**config.mk**
```make
export PLATFORM = sky130hd
export DESIGN_NAME = req_encoder_queue
export DESIGN_NICKNAME = d
export VERILOG_FILES = /design/src/rtl/req_encoder_queue.sv
export SDC_FILE = /design/constraint.sdc
export NUM_CORES = 1
export LEC_CHECK = 0
export ABC_CLOCK_PERIOD_IN_PS = 3300
export CELL_PAD_IN_SITES_DETAIL_PLACEMENT = 0
export CELL_PAD_IN_SITES_GLOBAL_PLACEMENT = 1
export CORE_AREA = 2 2 39 41
export CTS_BUF_LIST = sky130_fd_sc_hd__clkbuf_4 sky130_fd_sc_hd__clkbuf_8 sky130_fd_sc_hd__clkbuf_16
export DETAILED_ROUTE_END_ITERATION = 6
export DIE_AREA = 0 0 41 43
export PLACE_DENSITY = 0.7
export SLEW_MARGIN = 20
export SYNTH_ARGS = -nofsm -noshare
export SYNTH_HDL_FRONTEND = slang
export SYNTH_SLANG_ARGS = --single-unit
```
**constraint.sdc**
```tcl
create_clock -name clk -period 3.3 [get_ports clk]
set_input_delay 0.66 -clock clk [delete_from_list [all_inputs] [get_ports clk]]
set_output_delay 0.66 -clock clk [all_outputs]
set_load 0.02 [all_outputs]
```
**src/rtl/req_encoder_queue.sv**
```systemverilog
// Sequential N-to-log2(N) request encoder with pending capture and valid/ready output slot.
// Optional `define ROUND_ROBIN_EN enables rotating-priority selection.
module req_encoder_queue #(
    parameter int N    = 4,
    parameter int IDXW = 2
) (
    input  logic            clk,
    input  logic            rst_n,
    input  logic [N-1:0]    req,
    input  logic            clr,
    input  logic            ready,
    output logic            valid,
    output logic [IDXW-1:0] idx,
    output logic [N-1:0]    pending,
    output logic            overflow
);

    logic            take;
    logic            any_cand;
    logic [N-1:0]    cand;
    logic [N-1:0]    sel_mask;
    logic [IDXW-1:0] sel;

    assign take     = !valid | ready;
    assign cand     = pending | req;
    assign any_cand = |cand;
    assign sel_mask = {{(N-1){1'b0}}, 1'b1} << sel;

`ifdef ROUND_ROBIN_EN
    logic [IDXW-1:0] ptr;

    // Search starts just past the last granted line and wraps.
    always_comb begin : rr_search
        logic found;
        int   j;
        sel   = '0;
        found = 1'b0;
        j     = 0;
        for (int k = 1; k <= N; k++) begin
            j = (int'(ptr) + k) % N;
            if (!found && cand[j]) begin
                sel   = IDXW'(j);
                found = 1'b1;
            end
        end
    end

    always_ff @(posedge clk or negedge rst_n) begin
        if (!rst_n) begin
            ptr <= IDXW'(N - 1);
        end else if (clr) begin
            ptr <= IDXW'(N - 1);
        end else if (take && any_cand) begin
            ptr <= sel;
        end
    end
`else
    always_comb begin
        sel = '0;
        for (int k = N - 1; k >= 0; k--) begin
            if (cand[k]) begin
                sel = IDXW'(k);
            end
        end
    end
`endif

    always_ff @(posedge clk or negedge rst_n) begin
        if (!rst_n) begin
            valid    <= 1'b0;
            idx      <= '0;
            pending  <= '0;
            overflow <= 1'b0;
        end else if (clr) begin
            valid    <= 1'b0;
            idx      <= '0;
            pending  <= '0;
            overflow <= 1'b0;
        end else begin
            // A line re-requesting while still pending means one request is lost.
            overflow <= overflow | (|(req & pending));
            if (take) begin
                if (any_cand) begin
                    idx     <= sel;
                    valid   <= 1'b1;
                    pending <= cand & ~sel_mask;
                end else begin
                    valid   <= 1'b0;
                    pending <= '0;
                end
            end else begin
                pending <= cand;
            end
        end
    end

endmodule

```
==> flow_summary.toml <==
[clock_network]
number_of_buffers_added_by_the_clock_tree_synthesis_step = 3
post_cts_buffers = 0
tritoncts = "built"
cts_root_buffer = "clkbuf_4"
clk_path_buf_depth = 2
cts_sinks = 8
htreeDepth = 1
hold_buffers = 0
clock_insertion_delay_worst_skew_ps = 260
clk_pin_slew_worst_paths_ps = 50
cts_repair_resize_count = 0

[floorplanning]
core.rowCount = 14
die_area_sq_um = 1760
start_util_pct = 25.8
coreArea_sq_um = 1380
die_h_microns = 43
ios = 16
die_w_microns = 41

[power_and_ir_drop]
power.ir.vdd_worst_uv = 158
powerDensity_nw_per_um2 = 437
leakage_nw = 0.220
power.total_uw = 239

[grt]
vias_in_the_first_global_route = 314
grt_overflow_total = 0
grt_first_pass_wirelength_microns = 1350
grt_antenna_before_repair = 0
globalRouteTotalUtil_pct = 12.2
grt_max_degree = 10

[logic_synthesis]
yosys-top-cells-area = "dfrtp_1 (56%), a211oi_1 (6.3%), a21oi_1 (4.2%)"
synth_most_common_cell = "dfrtp_1"
yosys.cell_types.count = 17
ys.warnings.count = 0
synthesis.nets = 40
edff_count_synth = 0
synth_largest_area_cell = "dfrtp_1"
asyncSetResetFlopFracSynth_pct = 100
synth.ff_latch_count = 8
postSynthCellCount = 32
synth_top_cells_by_count = "dfrtp_1 (8), a211oi_1 (3), a21oi_1 (3), nor2_1 (3)"
post_synth.cell_area_avg_sq_um = 11.1
mappedNetlistArea_sq_um = 357
commonest_register_cell_after_synthesis = "dfrtp_1"
yosysSeqAreaShare_pct = 56.1
post-synth-top-area-fraction_pct = 56.1

[worst_setup_path]
crit_start = "pending[2]$_DFF_PN0_"
start_kind = "flip-flop"
critPathMaxStageDelay_ps = 630
end_kind = "output pin"
timing.critical_path.max_delay_family = "buffers and inverters"
rr_startpoint = "pending[1]$_DFF_PN0_"
critical_path_peak_fanout = 3
cp.required_ps = 2640
crit_buf_inv = 1
arrival_ps = 1300
critPathKind = "reg2out"
cp_slowest_cell = "clkdlybuf4s50_1"
cp_cell_sequence = "clkdlybuf4s50_1"

[timing]
achievable_freq_mhz = 511
worst_clock_skew_ps = 1.13
maxSlewViolCount = 0
finalCritPeriodShare_pct = 59.3
rsz0062_at_grt = "false"
setup_violations = 0
finalHoldViolCount = 0
maxSlewHeadroom_pct = 74.8
timing_worst_slew_pin_value_ps = 377
post_route_hold_slack_ps = 545
setup_total_negative_slack_ps = 0
period_minus_slack_ps = 1960

[cells_and_area]
finalNetCount = 59
layout-drive-gt1-share_pct = 12.2
finalInstanceArea_sq_um = 546
synthToLayoutAreaGrowth_pct = 53.0
filler_cell_count = 157
antenna_fix_cells = 0

[min_path]
hold_path_startpoint = "overflow$_DFF_PN0_"
hold_class = "reg2reg"

[run]
max_cap_violations = 0

[drt]
drtPass1Iterations = 4
drcViolationCount = 0
vias_per_cell = 4.95
route.final.wire_length_microns = 796
num_vias = 322
postRouteAntennaNets = 0
route.detailed.wl_per_inst_microns = 12.2
drt_first_iter_violations = 4

[place]
hpwl_microns = 617
buffer_ports.inserted = 15
dpl_cell_area_sq_um = 523
finalWeightedCongestion = 0.761

[status]
status = "finished, final reports clean"
==> sequential cells by signal, indices dropped and copies added (netlist names) <==
register and cells:
pending 4, idx 2, overflow 1, valid 1
==> through the flow <==
step	util [%]	std cells	setup WS, ps
finish	39.4	65	1340
global route	39.4	65	1290
CTS	39.4	65	1330
detailed placement	37.8	62	1190
global placement	37.8	62	1200
floorplan	-	32	1740
==> placed cells by master (no fill, tap or decap), drive strengths merged <==
cell type       n
nor2            4
a21oi           3
mux2            1
nand2           2
o21ai           2
a31oi           1
clkbuf          3
a211oi          3
nor2b           1
nor3            2
a222oi          1
and3            1
dfrtp           8
nand2b          1
a2111oi         1
clkdlybuf4s50  15
==> layer usage <==
| metal | wire length [microns] | track usage [%] | vias to the layer above |
|---|---|---|---|
| met3 | 77 | 6.28 | 5 |
| met1 | 359 | 16.1 | 144 |
| li1 | - | - | 157 |
| met2 | 327 | 14.1 | 16 |
| met5 | 0 | 0 | - |
| met4 | 31 | 10.0 | 0 |
==> final cells by class <==
type / instances / area (sq um) / share of cell area, %
Timing Repair Buffer: 15 / 150 / 27.5
Clock buffer: 3 / 22.5 / 4.13
Tap cell: 16 / 20.0 / 3.67
Sequential cell: 8 / 200 / 36.7
Multi-Input combinational cell: 23 / 153 / 28.0
==> where the power goes <==
group | internal, mW | switching, mW
clock | 0.0417 | 0.0346
sequential | 0.105 | 0.00501
combinational | 0.0263 | 0.0262
total | 0.173 | 0.0658
==> logic make-up after synthesis <==
kind of cell / synth area share (%)
muxes: 3.16
buffers and inverters: 1.05
AOI/OAI and AO/OA: 23.2
DFF: 56.1
and+or+nand+nor: 16.5
==> worst paths after layout <==
| kind | endpoint | slack [ps] | cells after the start |
|---|---|---|---|
| worst max-delay path | pending[2] | 1340 | 1 |
| worst max register to register | idx[0]$_DFFE_PN0P_ | 1900 | 4 |
| max in group asynchronous | valid$_DFFE_PN0P_ | 2350 | 1 |
| worst min-delay path | overflow$_DFF_PN0_ | 540 | 2 |
| min in group asynchronous | overflow$_DFF_PN0_ | 690 | 1 |
| worst min register to register | overflow$_DFF_PN0_ | 540 | 2 |
No activity file was read; power rests on OpenSTA's default activity.
==> RTL change 1, RTL diff (same flow settings) <==
Add a define of `ROUND_ROBIN_EN`.
--- a/src/rtl/req_encoder_queue.sv
+++ b/src/rtl/req_encoder_queue.sv
@@ -1,5 +1,7 @@
 // Sequential N-to-log2(N) request encoder with pending capture and valid/ready output slot.
 // Optional `define ROUND_ROBIN_EN enables rotating-priority selection.
+`define ROUND_ROBIN_EN
+
 module req_encoder_queue #(
     parameter int N    = 4,
     parameter int IDXW = 2
Check against the original RTL: not equivalent (Yosys sat finds a counterexample within 4 cycles, from zero or initial values and one cycle with rst_n low).
==> RTL change 1 against the original RTL <==
Fmax decreased by 8.6%. Critical path depth increased by 4. Final cell count increased by 32%. Synthesized area increased by 48%. Count of clock-buffer cells in the layout increased by 1. Worst setup slack got worse by 0.18 ns. Sequential cell count increased by 2. Global-route usage increased by 6.3 points. Design area increased by 34%. Wire length increased by 61%. Power increased by 63%. Critical path type is now input port to register. Largest cell class is now multi-input gates.
==> RTL change 1: results (changes against the original RTL) <==
Run status
  • Outcome: finished clean (unchanged)

Critical path
  • Worst R2R Setup Slack: 1.57 ns (was 1.90 ns)
  • Reg2reg start: ptr[1]$_DFFE_PN1P_ (was pending[1]$_DFF_PN0_)
  • Arr. time, crit path: 2.31 ns (was 1.30 ns)
  • Max FO, Critical Path: 4 (was 3)
  • Reg2reg end: pending[2]$_DFF_PN0_ (was idx[0]$_DFFE_PN0P_)

STA
  • Worst-margin pin slew: 0.6552 ns (was 0.3770 ns)
  • Hold WS: 0.5235 ns (was 0.5445 ns)
  • Clk_skew: 0.001735 ns (was 0.001131 ns)

Min path
  • Worst Hold Launch: idx[0]$_DFFE_PN0P_ (was overflow$_DFF_PN0_)
  • Hold path depth: 2 (unchanged)
  • Worst hold path endpoint: idx[0]$_DFFE_PN0P_ (was overflow$_DFF_PN0_)

Global routing
  • First-pass GRT wire length: 2.180 mm (was 1.345 mm)
  • GRT Overall Usage: 18.55% (was 12.23%)
  • Largest net degree at the start of global routing: 12 (was 10)

Synthesis
  • Synth Warn #: 0 (unchanged)
  • Post-synthesis sequential area ratio: 47.75% (was 56.14%)
  • Synth cell count leaders: dfrtp_1 (8), nor2_1 (7), a21oi_1 (6) (was dfrtp_1 (8), a211oi_1 (3), a21oi_1 (3), nor2_1 (3))
  • Netlist cell types: 28 (was 17)
  • Multiplexer share of the synthesized area: 0% (was 3.158%)
  • Syn nets: 60 (was 40)
  • Top area cells in the synthesized netlist: dfrtp_1 (38%), dfstp_2 (9.9%), a21oi_1 (5.7%), nor2_1 (5.0%), or4_4 (4.3%) (was dfrtp_1 (56%), a211oi_1 (6.3%), a21oi_1 (4.2%), a2111oi_2 (4.2%), mux2_1 (3.2%))

Power
  • Leakage: 0.2819 nW (was 0.2202 nW)
  • Maximum VDD drop: 0.2543 mV (was 0.1579 mV)

Cells and area
  • Biggest regs: pending (4), idx (2), ptr (2) (was pending (4), idx (2))
  • Share of layout cells above drive strength 1: 17.14% (was 12.24%)
  • Layout Nets: 79 (was 59)

Clock tree
  • Clock-pin slew on the worst setup and hold paths: 0.07 ns (was 0.05 ns)
  • TritonCTS Buffers: 3 (unchanged)

Drt
  • Drt first-iter violations: 12 (was 4)
  • Vias per Instance: 5.767 (was 4.954)
  • Total Wirelength: 1.285 mm (was 796 um)

Place
  • Routability-driven placement congestion ratio: 0.7574 (was 0.7609)
==> RTL change 1: cell types whose count changed after synthesis, moves of 2 or more <==
cell | unedited run | this run
a21oi_1 | 3 | 6
a211oi_1 | 3 | 0
dfstp_2 | 0 | 2
or4_4 | 0 | 2
nor2_1 | 3 | 7
a311oi_1 | 0 | 2
==> RTL change 1: area by class of cell <==
cell class | instances | area [um^2]
fillers | 142 | 651.9
multi-input cells | 41 | 272.8
flip-flops and latches | 10 | 252.7
repair buffers | 15 | 150.1
clock buffers | 4 | 36.28
well taps | 16 | 20.02
==> RTL change 1: cells by family (layout without fill, tap and decap cells) <==
kind of cell	count (synthesis)	count (layout)
AO/OA/AOI/OAI	19	19
buffers and inverters	1	19
flip-flops	10	10
AND/OR/NAND/NOR	22	22
==> RTL change 1: per-stage QoR <==
| stage | cells | cell area [um^2] | utilization (%) | worst slack, ns |
|---|---|---|---|---|
| 2_1_floorplan | 52 | 529.3 | - | 1.491 |
| 3_3_place_gp | 82 | 695.7 | 50.27 | 0.8845 |
| 3_5_place_dp | 82 | 695.7 | 50.27 | 0.8886 |
| 4_1_cts | 86 | 732.0 | 52.89 | 1.165 |
| 5_1_grt | 86 | 732.0 | 52.89 | 1.027 |
| 6_report | 86 | 732.0 | 52.89 | 1.158 |
==> RTL change 1: per-layer routing <==
layer / share of wire (%) / vias to the layer above / global-route usage [%]
met3: 6.2 / 5 / 4.712
met2: 44 / 18 / 24.38
met5: 0 / - / 0
met1: 47 / 232 / 27.03
met4: 2.6 / 0 / 10.00
li1: - / 241 / -
==> RTL change 1: report_power, final <==
part           total, mW  internal, mW  leakage (nW)  switching (mW)
clock              0.113        0.0672        0.0210          0.0461
combinational      0.116        0.0564         0.137          0.0594
sequential         0.159         0.141         0.123          0.0179
total              0.388         0.265         0.282           0.123
==> RTL change 1: worst max path at each step <==
| stage | start | to | slack [ns] | cells after the start |
|---|---|---|---|---|
| floorplan | req[0] | pending[1]$_DFF_PN0_ | 1.49 | 4 |
| global placement | req[3] | pending[2]$_DFF_PN0_ | 0.88 | 5 |
| detailed placement | req[0] | pending[3]$_DFF_PN0_ | 0.89 | 5 |
| CTS | req[0] | pending[3]$_DFF_PN0_ | 1.16 | 5 |
| global route | req[0] | pending[2]$_DFF_PN0_ | 1.03 | 5 |
| finish | req[0] | pending[3]$_DFF_PN0_ | 1.16 | 5 |
==> RTL change 1: worst max-delay path, stage by stage <==
cell and delay [ns]:
clkdlybuf4s50_1 0.46, or4_4 0.56, a32oi_2 0.22, nand4_1 0.19
o21a_1 0.21
==> RTL change 2, RTL diff (same flow settings) <==
Made on the original files. Register the output `overflow` once more, cleared by the reset; this adds one clock of latency there. The other outputs are not delayed to match.
--- a/src/rtl/req_encoder_queue.sv
+++ b/src/rtl/req_encoder_queue.sv
@@ -14,6 +14,8 @@
     output logic [N-1:0]    pending,
     output logic            overflow
 );
+
+    logic overflow_s0;
 
     logic            take;
     logic            any_cand;
@@ -70,15 +72,15 @@
             valid    <= 1'b0;
             idx      <= '0;
             pending  <= '0;
-            overflow <= 1'b0;
+            overflow_s0 <= 1'b0;
         end else if (clr) begin
             valid    <= 1'b0;
             idx      <= '0;
             pending  <= '0;
-            overflow <= 1'b0;
+            overflow_s0 <= 1'b0;
         end else begin
             // A line re-requesting while still pending means one request is lost.
-            overflow <= overflow | (|(req & pending));
+            overflow_s0 <= overflow_s0 | (|(req & pending));
             if (take) begin
                 if (any_cand) begin
                     idx     <= sel;
@@ -94,5 +96,13 @@
         end
     end
 
+    always_ff @(posedge clk or negedge rst_n) begin
+        if (!rst_n) begin
+            overflow <= '0;
+        end else begin
+            overflow <= overflow_s0;
+        end
+    end
+
 endmodule
 
Formal check against the unedited RTL: not equivalent (Yosys sat finds a counterexample within 4 cycles, from zero or initial values and one cycle with rst_n low).
==> RTL change 2 against the original RTL <==
Wire length up 0.25%. Clock skew hardly changed. Power rose by 13%. Synthesized area up 7.0%. Sequential power up 13%. Global-route usage shrank 1.7 points. Fmax grew 0.67%. Critical path depth is the same. Sequential cell count rose by 1. Highest routed layer unchanged. Design area rose by 6.0%. Worst setup slack gained 0.013 ns.
==> RTL change 2: results (changes against the original RTL) <==
Run status
  • Outcome: finished clean (unchanged)

Critical path
  • CP max stage delay: 0.62 ns
  • Worst R2R Setup Slack: 1.85 ns (was 1.90 ns)
  • Top delay family on crit path: buffers and inverters (unchanged)
  • Setup crit end: pending[2] (unchanged)

Cells and area
  • Layout Nets: 60 (was 59)
  • Share of layout cells above drive strength 1: 13.73% (was 12.24%)

Synthesis
  • Synth top area share: 59.02% (was 56.14%)
  • Main synth FF type: dfrtp_1 (unchanged)
  • Post-synth ARST share: 100.0% (unchanged)
  • Synth cell count leaders: dfrtp_1 (9), a211oi_1 (3), a21oi_1 (3), nor2_1 (3) (was dfrtp_1 (8), a211oi_1 (3), a21oi_1 (3), nor2_1 (3))
  • Syn nets: 41 (was 40)
  • Post-synthesis sequential area ratio: 59.02% (was 56.14%)

Drt
  • Top layer in use: met4 (unchanged)
  • Total Wirelength: 798 um (was 796 um)
  • Met2 routed WL: 372 um (was 327 um)
  • WL met3: 57 um (was 77 um)
  • Met1 WL: 356 um (was 359 um)
  • Vias per Instance: 5.015 (was 4.954)

Place
  • Post-Place Cell Area: 548.0 um^2 (was 523.0 um^2)
  • Dpl hpwl: 633.7 um (was 616.9 um)
  • Routability-driven placement congestion ratio: 0.7248 (was 0.7609)

Min path
  • Hold path depth: 0 (was 2)
  • Worst Hold Launch: overflow_s0$_DFF_PN0_ (was overflow$_DFF_PN0_)

Clock tree
  • Post-CTS Resized: 0 (unchanged)

STA
  • Clk_skew: 0.001051 ns (was 0.001131 ns)
  • Hold WS: 0.3857 ns (was 0.5445 ns)
  • Worst-margin pin slew: 0.4090 ns (was 0.3770 ns)

Global routing
  • Met2 Use GR: 15.31% (was 14.06%)
  • GRT Overall Usage: 10.53% (was 12.23%)
  • Met3 Use GR: 3.141% (was 6.283%)
  • Grt met1 use: 13.20% (was 16.12%)
  • Vias in the first global route: 296 (was 314)

Power
  • Switch share: 25.87% (was 27.57%)
  • Comb power: 0.0527 mW (was 0.0526 mW)
  • Leakage: 0.2377 nW (was 0.2202 nW)
  • Sequential share of power: 45.9% (was 46.0%)
  • Maximum VDD drop: 0.1610 mV (was 0.1579 mV)
## RTL change 2: cells by family after synthesis
logic type / share of synthesized area (%)
AOI/OAI and AO/OA: 21.64
and+or+nand+nor: 15.41
DFF: 59.02
muxes: 2.951
buffers and inverters: 0.9827
## RTL change 2: metrics by stage
| stage | worst slack (ns) | instances | util, % | total power, mW |
|---|---|---|---|---|
| 2_1_floorplan | 1.742 | 33 | - | 0.1503 |
| 3_3_place_gp | 1.195 | 63 | 39.60 | 0.1791 |
| 3_5_place_dp | 1.147 | 63 | 39.60 | 0.1792 |
| 4_1_cts | 1.343 | 67 | 41.77 | 0.2727 |
| 5_1_grt | 1.298 | 67 | 41.77 | 0.2846 |
| 6_report | 1.355 | 67 | 41.77 | 0.2689 |
## RTL change 2: layout make-up
type                    count  area, um^2
fillers                   143       805.8
repair buffers             15       150.1
clock buffers               4       30.03
flip-flops and latches      9       225.2
multi-input cells          23       152.6
well taps                  16       20.02
